`config.mk`:
```
export PLATFORM = sky130hd
export DESIGN_NAME = switch_output_arbiter
export DESIGN_NICKNAME = d
export VERILOG_FILES = /design/src/rtl/switch_fabric_pkg.sv /design/src/rtl/rr_arbiter.sv /design/src/rtl/switch_output_arbiter.sv
export SDC_FILE = /design/constraint.sdc
export NUM_CORES = 1
export LEC_CHECK = 0
export CAP_MARGIN = 20
export CORE_AREA = 2 2 282 284
export CTS_CLUSTER_DIAMETER = 100
export DETAILED_ROUTE_END_ITERATION = 8
export DIE_AREA = 0 0 284 286
export PLACE_DENSITY_LB_ADDON = 0.05
export SYNTH_ARGS = -nofsm -noshare
export SYNTH_HDL_FRONTEND = slang
export SYNTH_SLANG_ARGS = --single-unit
```
`constraint.sdc`:
```
create_clock -name clk -period 3.95 [get_ports clk]
set_clock_uncertainty 0.1 [all_clocks]
set_input_delay 0.395 -clock clk [delete_from_list [all_inputs] [get_ports clk]]
set_output_delay 0.395 -clock clk [all_outputs]
set_load 0.02 [all_outputs]
```
`src/rtl/switch_fabric_pkg.sv`:
```
// Shared definitions for the switch fabric: flit field layout and arbiter states.
// A flit is two DATA_WIDTH slots plus 14 bits of per-slot control.
package switch_fabric_pkg;

    typedef enum logic {
        IDLE,
        LOCKED
    } arb_state_t;

    localparam int FLIT_OVERHEAD = 14;

    function automatic int flit_width(input int dw);
        return 2 * dw + FLIT_OVERHEAD;
    endfunction

    // Slot 0 control sits at the top of the flit, slot 1 control just below data0.
    function automatic int slot0_valid_bit(input int dw);
        return flit_width(dw) - 1;
    endfunction

    function automatic int head_bit(input int dw);
        return flit_width(dw) - 2;
    endfunction

    function automatic int eop0_bit(input int dw);
        return flit_width(dw) - 3;
    endfunction

    function automatic int empty0_msb(input int dw);
        return flit_width(dw) - 4;
    endfunction

    function automatic int error0_bit(input int dw);
        return flit_width(dw) - 7;
    endfunction

    function automatic int data0_msb(input int dw);
        return flit_width(dw) - 8;
    endfunction

    function automatic int slot1_valid_bit(input int dw);
        return flit_width(dw) - 8 - dw;
    endfunction

    function automatic int eop1_bit(input int dw);
        return flit_width(dw) - 10 - dw;
    endfunction

    function automatic int empty1_msb(input int dw);
        return flit_width(dw) - 11 - dw;
    endfunction

    function automatic int error1_bit(input int dw);
        return flit_width(dw) - 14 - dw;
    endfunction

    function automatic int data1_msb(input int dw);
        return flit_width(dw) - 15 - dw;
    endfunction

endpackage

```
`src/rtl/rr_arbiter.sv`:
```
// Combinational round-robin picker: first asserted request at or after ptr, with wrap.
// Reusable by any fabric scheduler that keeps its own pointer register.
module rr_arbiter #(
    parameter  int NUM_PORTS = 4,
    localparam int PTR_WIDTH = $clog2(NUM_PORTS)
) (
    input  logic [NUM_PORTS-1:0] req,
    input  logic [PTR_WIDTH-1:0] ptr,
    output logic [NUM_PORTS-1:0] gnt
);

    logic [PTR_WIDTH-1:0] idx;
    logic                 found;

    always_comb begin
        gnt   = '0;
        found = 1'b0;
        idx   = '0;
        for (int i = 0; i < NUM_PORTS; i++) begin
            idx = PTR_WIDTH'((int'(ptr) + i) % NUM_PORTS);
            if (!found && req[idx]) begin
                gnt[idx] = 1'b1;
                found    = 1'b1;
            end
        end
    end

endmodule

```
`src/rtl/switch_output_arbiter.sv`:
```
// Packet-granular round-robin arbiter sharing one egress stream between NUM_PORTS requesters.
// Holds a grant from head flit to end-of-packet; non-head flits seen while idle are dropped and counted.
module switch_output_arbiter
    import switch_fabric_pkg::*;
#(
    parameter int NUM_PORTS  = 4,
    parameter int DATA_WIDTH = 64,
    parameter int WIDTH      = 142,
    parameter int CNT_WIDTH  = 8
) (
    input  logic                       clk,
    input  logic                       reset,
    input  logic [NUM_PORTS*WIDTH-1:0] i_data_in,
    input  logic [NUM_PORTS-1:0]       i_valid_in,
    output logic [NUM_PORTS-1:0]       i_ready_out,
    output logic [WIDTH-1:0]           o_data_out,
    output logic                       o_valid_out,
    input  logic                       o_ready_in,
    output logic [NUM_PORTS-1:0]       o_grant,
    output logic [CNT_WIDTH-1:0]       o_orphan_cnt
);

    localparam int PTR_WIDTH = $clog2(NUM_PORTS);
    localparam int POP_WIDTH = $clog2(NUM_PORTS + 1);
    localparam int SUM_WIDTH = CNT_WIDTH + POP_WIDTH;
    localparam int HEAD_BIT  = head_bit(DATA_WIDTH);
    localparam int EOP0_BIT  = eop0_bit(DATA_WIDTH);
    localparam int EOP1_BIT  = eop1_bit(DATA_WIDTH);

    arb_state_t state, state_next;

    logic [PTR_WIDTH-1:0] rr_ptr, rr_ptr_next, release_ptr;
    logic [NUM_PORTS-1:0] grant_next;
    logic [NUM_PORTS-1:0] head_vec;
    logic [NUM_PORTS-1:0] req;
    logic [NUM_PORTS-1:0] arb_gnt;
    logic [NUM_PORTS-1:0] orphan_vec;
    logic [NUM_PORTS-1:0] orphan_taken;
    logic [POP_WIDTH-1:0] orphan_pop;
    logic [SUM_WIDTH-1:0] orphan_sum;
    logic [CNT_WIDTH-1:0] cnt_next;
    logic [WIDTH-1:0]     granted_flit;
    logic                 granted_valid;
    logic                 granted_last;
    logic                 transfer;

    for (genvar p = 0; p < NUM_PORTS; p++) begin : g_head
        assign head_vec[p] = i_data_in[p*WIDTH + HEAD_BIT];
    end

    assign req        = i_valid_in & head_vec;
    assign orphan_vec = i_valid_in & ~head_vec;

    rr_arbiter #(
        .NUM_PORTS(NUM_PORTS)
    ) u_rr_arbiter (
        .req(req),
        .ptr(rr_ptr),
        .gnt(arb_gnt)
    );

    // The one-hot grant doubles as the egress mux select, so idle yields zero data.
    always_comb begin
        granted_flit  = '0;
        granted_valid = 1'b0;
        release_ptr   = rr_ptr;
        for (int p = 0; p < NUM_PORTS; p++) begin
            if (o_grant[p]) begin
                granted_flit  = i_data_in[p*WIDTH +: WIDTH];
                granted_valid = i_valid_in[p];
                release_ptr   = PTR_WIDTH'((p + 1) % NUM_PORTS);
            end
        end
    end

    assign granted_last = granted_flit[EOP0_BIT] | granted_flit[EOP1_BIT];
    assign transfer     = (state == LOCKED) && granted_valid && o_ready_in;

    // Outputs are forced low while reset is held so the upstream sees no accepts mid-reset.
    always_comb begin
        state_next   = state;
        grant_next   = o_grant;
        rr_ptr_next  = rr_ptr;
        o_data_out   = '0;
        o_valid_out  = 1'b0;
        i_ready_out  = '0;
        orphan_taken = '0;

        case (state)
            IDLE: begin
                orphan_taken = orphan_vec;
                if (reset) begin
                    i_ready_out = orphan_vec;
                end
                if (|req) begin
                    state_next = LOCKED;
                    grant_next = arb_gnt;
                end
            end
            LOCKED: begin
                if (reset) begin
                    o_data_out  = granted_flit;
                    o_valid_out = granted_valid;
                    i_ready_out = o_grant & {NUM_PORTS{o_ready_in}};
                end
                if (transfer && granted_last) begin
                    state_next  = IDLE;
                    grant_next  = '0;
                    rr_ptr_next = release_ptr;
                end
            end
            default: begin
                state_next = IDLE;
                grant_next = '0;
            end
        endcase
    end

    // Several orphans can drop in one cycle; add their popcount and clamp at all-ones.
    always_comb begin
        orphan_pop = '0;
        for (int p = 0; p < NUM_PORTS; p++) begin
            orphan_pop = orphan_pop + POP_WIDTH'(orphan_taken[p]);
        end
        orphan_sum = SUM_WIDTH'(o_orphan_cnt) + SUM_WIDTH'(orphan_pop);
        if (orphan_sum > SUM_WIDTH'({CNT_WIDTH{1'b1}})) begin
            cnt_next = '1;
        end else begin
            cnt_next = orphan_sum[CNT_WIDTH-1:0];
        end
    end

    always_ff @(posedge clk or negedge reset) begin
        if (!reset) begin
            state        <= IDLE;
            rr_ptr       <= '0;
            o_grant      <= '0;
            o_orphan_cnt <= '0;
        end else begin
            state        <= state_next;
            rr_ptr       <= rr_ptr_next;
            o_grant      <= grant_next;
            o_orphan_cnt <= cnt_next;
        end
    end

endmodule

```
# Word level (Yosys, flattened, before mapping)
# Index checks and enable logic that the tools add are counted.
[classes] addsub=7 magnitude_cmp=9 n_eq_ne=2 mux=50 n_bitwise=9 n_reduce_logical=17
[ops] operator="$mux W142" n=6
[ops] operator="$mux W4" n=9
[ops] operator="$mux W1" n=19
[ops] operator="$pmux W4 S2" n=2
[ops] operator="$and A4 B4 Y4" n=3
[ops] operator="$lt A2 B3 Y1 const B" n=4
[ops] operator="$or A4 B4 Y4" n=3
[ops] operator="$logic_and A1 B1 Y1" n=10
[ops] operator="$add A8 B3 Y9" n=1
[ops] operator="$gt A9 B8 Y1 const B" n=1
[ops] operator="$bmux W1 S2" n=4
[ops] operator="$demux W1 S2" n=4
[ops] operator="$ge A2 B1 Y1 const B" n=4
[ops] operator="$mux W2" n=4
[ops] operator="$mux W8" n=1
[ops] operator="$add A2 B2 Y2 const B" n=2
[ops] operator="$not A4 Y4" n=1
[ops] operator="$reduce_bool A4 Y1" n=1
[ops] operator="$reduce_or A4 Y1" n=1
[ops] operator="$add A2 B1 Y3" n=1
[ops] operator="$add A3 B1 Y3" n=1
[ops] operator="$logic_not A1 Y1" n=3
[ops] operator="$reduce_and A3 Y1" n=1
[ops] operator="$add A1 B1 Y2" n=1
[ops] operator="other kinds (7)" n=7
[totals] regBits=15 in_bits=575 out_inout_bits=159

# Logic depth before layout (Yosys ltp)
[logic_depth] depth_word=15 mapped_depth=10 depth_no_buf=9

# Cells and area by module
# A second synthesis with hierarchy kept.
[hier_totals] cells_unflattened=956 area_unflattened_um2=5614.1
[modules_own_cells] module="switch_output_arbiter" n_inst=1 cells_each=920 area_each_um2=5276.3 seq_area_each_um2=375.4
[modules_own_cells] module="rr_arbiter" n_inst=1 cells_each=36 area_each_um2=337.8 seq_area_each_um2=0.0

# Worst setup path after synthesis
# No wires, ideal clock.
[synth_path] path_kind="reg2reg" start="reg state" end="reg o_orphan_cnt[0]" setup_time_ns=0.124 t_arrival_ns=2.540 setup_slack_ns=1.186 path_stages_with_launch=11 n_path_buf=1 path_cell_list="dfrtp_1 clkbuf_1 nor2_1 nand2_1 fa_1 inv_1 fa_1 fa_1 and2_1 nand3_1 nand2b_1"
[synth_via] elab_chain_len=7
[synth_lines] element="start, declared" line_no="switch_output_arbiter.sv:30" text="arb_state_t state, state_next;"
[synth_lines] element="start signal, assigned" line_no="switch_output_arbiter.sv:140" text="state <= state_next;"
[synth_lines] element="$mux W4 (*)" line_no="switch_output_arbiter.sv:89" text="case (state)"
[synth_lines] element="$add A1 B1 Y2" line_no="switch_output_arbiter.sv:123" text="orphan_pop = orphan_pop + POP_WIDTH'(orphan_taken[p]);"
[synth_lines] element="$add A2 B1 Y3" line_no="switch_output_arbiter.sv:123"
[synth_lines] element="$add A3 B1 Y3 (*)" line_no="switch_output_arbiter.sv:123"
[synth_lines] element="$add A8 B3 Y9 (*)" line_no="switch_output_arbiter.sv:125" text="orphan_sum = SUM_WIDTH'(o_orphan_cnt) + SUM_WIDTH'(orphan_pop);"
[synth_lines] element="$gt A9 B8 Y1" line_no="switch_output_arbiter.sv:126" text="if (orphan_sum > SUM_WIDTH'({CNT_WIDTH{1'b1}})) begin"
[synth_lines] element="$mux W8 (*)" line_no="switch_output_arbiter.sv:126"
[synth_lines] element="net cnt_next[0]" line_no="switch_output_arbiter.sv:41" text="logic [CNT_WIDTH-1:0] cnt_next;"
[synth_lines] element="end signal, assigned" line_no="switch_output_arbiter.sv:143" text="o_orphan_cnt <= cnt_next;"
[synth_lines] element="end, declared" line_no="switch_output_arbiter.sv:20" text="output logic [CNT_WIDTH-1:0] o_orphan_cnt"
# The timed path passes the listed nets; every way through them passes the cells marked *.
# A chain may end at the register's enable or synchronous reset.

# Worst setup path after layout
[layout_path] start="reg o_grant[1]" end="out o_data_out[10]"
[layout_via] elab_chain_len=5
[layout_lines] element="start, declared" line_no="switch_output_arbiter.sv:19" text="output logic [NUM_PORTS-1:0] o_grant,"
[layout_lines] element="start signal, assigned" line_no="switch_output_arbiter.sv:142" text="o_grant <= grant_next;"
[layout_lines] element="$mux W142 (3 in a row)" line_no="switch_output_arbiter.sv:68" text="if (o_grant[p]) begin"
[layout_lines] element="$mux W142" line_no="switch_output_arbiter.sv:101" text="if (reset) begin"
[layout_lines] element="$mux W142" line_no="switch_output_arbiter.sv:89"
[layout_lines] element="end, declared" line_no="switch_output_arbiter.sv:16" text="output logic [WIDTH-1:0] o_data_out,"
# No other way between the ends.

==> qor.csv <==
metric,value,unit
post-synthesis cell type count,51,
peak fanout along the critical path,90,
number of buffers inserted to repair setup after CTS,0,
setup-violating endpoint count in the final report,0,
cts bufs inserted,3,
fraction of power consumed by combinational cells,92.2,%
maximum operating frequency,297.3,MHz
Via-to-Cell Ratio,3.828,
placement row count,103,
wire length of the first global-routing pass,82.28,mm
Vert. Die Dim,286,microns
"Hold Violations, Final",0,
CP Capture Type,output pin,
max-slew violation count,0,
RePlAce Congestion,0.8789,
top cells by area in the synthesized netlist,"a221oi_1 (22%), nor2_1 (20%), a21oi_1 (14%)",
leakage dissipation,4.832,nW
number of H-tree branching levels,1,
sink count of the clock tree,15,
cell type with the largest total area after synthesis,a221oi_1,
kind of cell with the highest combined delay on the critical path,compound AO/OA/AOI/OAI gates,
final layout net count,2201,
Die Area,81220,sq um
count of maximum capacitance violations,0,
Core Box Area,78360,sq um
DRC,0,
reg2reg path depth,9,
kind of start point of the critical path,flop,
Layout Area Growth over Synthesis,158.6,%
post-synth design cell area,5488,sq um
sequential share of the synthesized area,6.840,%
unrepaired setup endpoints after global routing,false,
reported net switching power,4.613,mW
Routed WL,60.56,mm
via total after detailed routing,10210,
ys async rst share,100.0,%
initial antenna violation count,10,
number of standard cells after synthesis,958,
remaining max-slew budget at the tightest pin,44.73,%
Most used DFF post-synth,dfrtp_1,
data arrival time of the critical path,2.87,ns
CTS root buf,clkbuf_16,
Total Power Consumption,8.115,mW
x dimension of the die,284,microns
number of placed I/O pins,734,
chain of cells forming the critical path,buf_12 > a221oi_1 > nor3_1 > a21oi_1 > nor2_1 > clkdlybuf4s50_1,
average wire per cell in the routed design,22.70,microns
largest net degree at the start of global routing,91,
synthesis warning total,0,
number of gates resized after CTS,0,
number of enable-type register cells in the synthesized netlist,0,
Slew @ Worst Pin,0.8290,ns
path type of the worst setup path,flop to output pin,
grt total ovfl,0,
final setup TNS,0,ns
fraction of final layout cells with drive strength greater than 1,3.284,%
"leading cell type in the layout, fill and taps excluded",clkdlybuf4s50_1,
end of the worst hold path,o_orphan_cnt[6]$_DFF_PN0_,
most frequent cells in the layout,"clkdlybuf4s50_1 (733), nor2_1 (289), a21oi_1 (152)",
TritonCTS clock tree,built,
Initial DRT Pass Iterations,6,
number of storage elements in the synthesis netlist,15,
power share of the clock group,2.5,%
Hold Buf Count CTS,0,
Worst Path Buf+Inv,2,
hpwl dp,48.00,mm
share of Yosys cell area claimed by the top area cell type,22.34,%
sw frac,56.85,%
reg-to-reg critical path startpoint,state$_DFF_PN0_,
clock-pin slew of the registers on the worst-case setup and hold paths,0.05,ns
nets in the synthesized netlist,1544,
Port Buffer Count,733,
post-layout min period,3.364,ns
clock latency at the later pin of the worst-skew pair,0.25,ns
initial core utilization,7.004,%
crit-path max cell delay,0.69,ns
CP max-delay cell,a221oi_1,
Peak VDD IR,0.5521,mV
number of DRC markers in iteration 0,425,
via count of the first global-routing pass,10270,
share of the cycle needed by the critical path after routing,85.17,%
minimum setup slack among reg-to-reg paths,1.14,ns
internal power contribution,3.502,mW
depth of the worst hold-timing path,1,
kind of path behind the tightest hold check,flop to flop,
result of the run,"complete, no violations",
Fill cells,9022,
worst reg2reg path endpoint,o_orphan_cnt[5]$_DFF_PN0_,
Sequential Power Share,5.3,%
areal power density over the cells,571.9,nW/um^2
maximum clock insertion buffer count,2,
synthesized area per cell,5.728,sq um
Routed Antenna Nets,0,
total global routing track utilization,13.87,%
worst min-delay path startpoint,o_orphan_cnt[6]$_DFF_PN0_,
required time of the critical path,3.45,ns
[area by class of cell]
class / count / area, sq um / share of cell area [%]
tap: 1050 / 1314 / 9.258
multi-input combinational: 820 / 4622 / 32.57
timing repair buffer: 764 / 7732 / 54.49
clock buffer: 4 / 78.83 / 0.5555
inverter: 11 / 46.29 / 0.3262
sequential: 15 / 386.6 / 2.725
antenna: 4 / 10.01 / 0.07054
[through the flow]
step / instances / instance area [sq um] / utilization, % / setup WS (ns) / hold WS (ns)
after CTS: 2664 / 14180 / 18.10 / 0.5338 / 0.4545
after global placement: 2660 / 14100 / 18.00 / 0.5057 / 0.4574
after global routing: 2668 / 14190 / 18.11 / 0.3471 / 0.4836
final: 2668 / 14190 / 18.11 / 0.5859 / 0.4430
after detailed placement: 2660 / 14100 / 18.00 / 0.5622 / 0.4457
after floorplan: 958 / 5488 / - / 1.186 / -0.0005911
[cells by family (layout without fill, tap and decap cells)]
kind of cell               after synthesis  count (layout)  share of synthesized area (%)
AOI/OAI and AO/OA                      326             326                          41.63
xor gates and xnor gates                 4               4                         0.6385
adders and majority gates               11              11                          2.918
buffers and inverters                  123             779                          9.211
DFF                                     15              15                          6.840
muxes                                    6               6                          1.573
other                                    0               4                              0
and+or+nand+nor                        473             473                          37.19
[cells in the mapped netlist (8+ instances only)]
library cell,instances
nor2_1,289
a21oi_1,152
nor3_1,141
a221oi_1,140
clkbuf_1,80
buf_2,16
nand2_1,16
dfrtp_1,15
buf_1,13
inv_1,10
ha_1,8
[sequential cells by signal (all words and copies together) (netlist names)]
signal	cells
o_grant	4
o_orphan_cnt	8
rr_ptr	2
state	1
[power by group through the flow]
stage	clock, mW	sequential (mW)	combinational (mW)
finish	0.201	0.433	7.48
global route	0.215	0.460	8.17
CTS	0.205	0.448	7.69
detailed placement	0	0.450	7.66
global placement	0	0.458	7.73
floorplan	0	0.341	4.21
[layer usage]
layer	wire length, microns	share of wire (%)	global-route usage [%]	up-vias
met5	68	0.11	0	-
met1	23030	38	15.49	4871
li1	-	-	-	4905
met3	4245	7.0	3.644	18
met2	32960	54	26.89	410
met4	259	0.43	1.395	10
[how the worst max path moves through the flow]
stage,startpoint,endpoint,slack [ns],cells past startpoint
after global routing,o_grant[1]$_DFFE_PN0P_,o_data_out[10],0.35,6
after global placement,i_data_in[424],o_orphan_cnt[4]$_DFF_PN0_,0.51,10
after floorplan,state$_DFF_PN0_,o_orphan_cnt[0]$_DFF_PN0_,1.19,10
after CTS,o_grant[2]$_DFFE_PN0P_,o_data_out[10],0.53,6
after detailed placement,i_data_in[424],o_orphan_cnt[0]$_DFF_PN0_,0.56,10
final,o_grant[1]$_DFFE_PN0P_,o_data_out[10],0.59,6
Note: power is estimated with default switching activity, not from simulation.
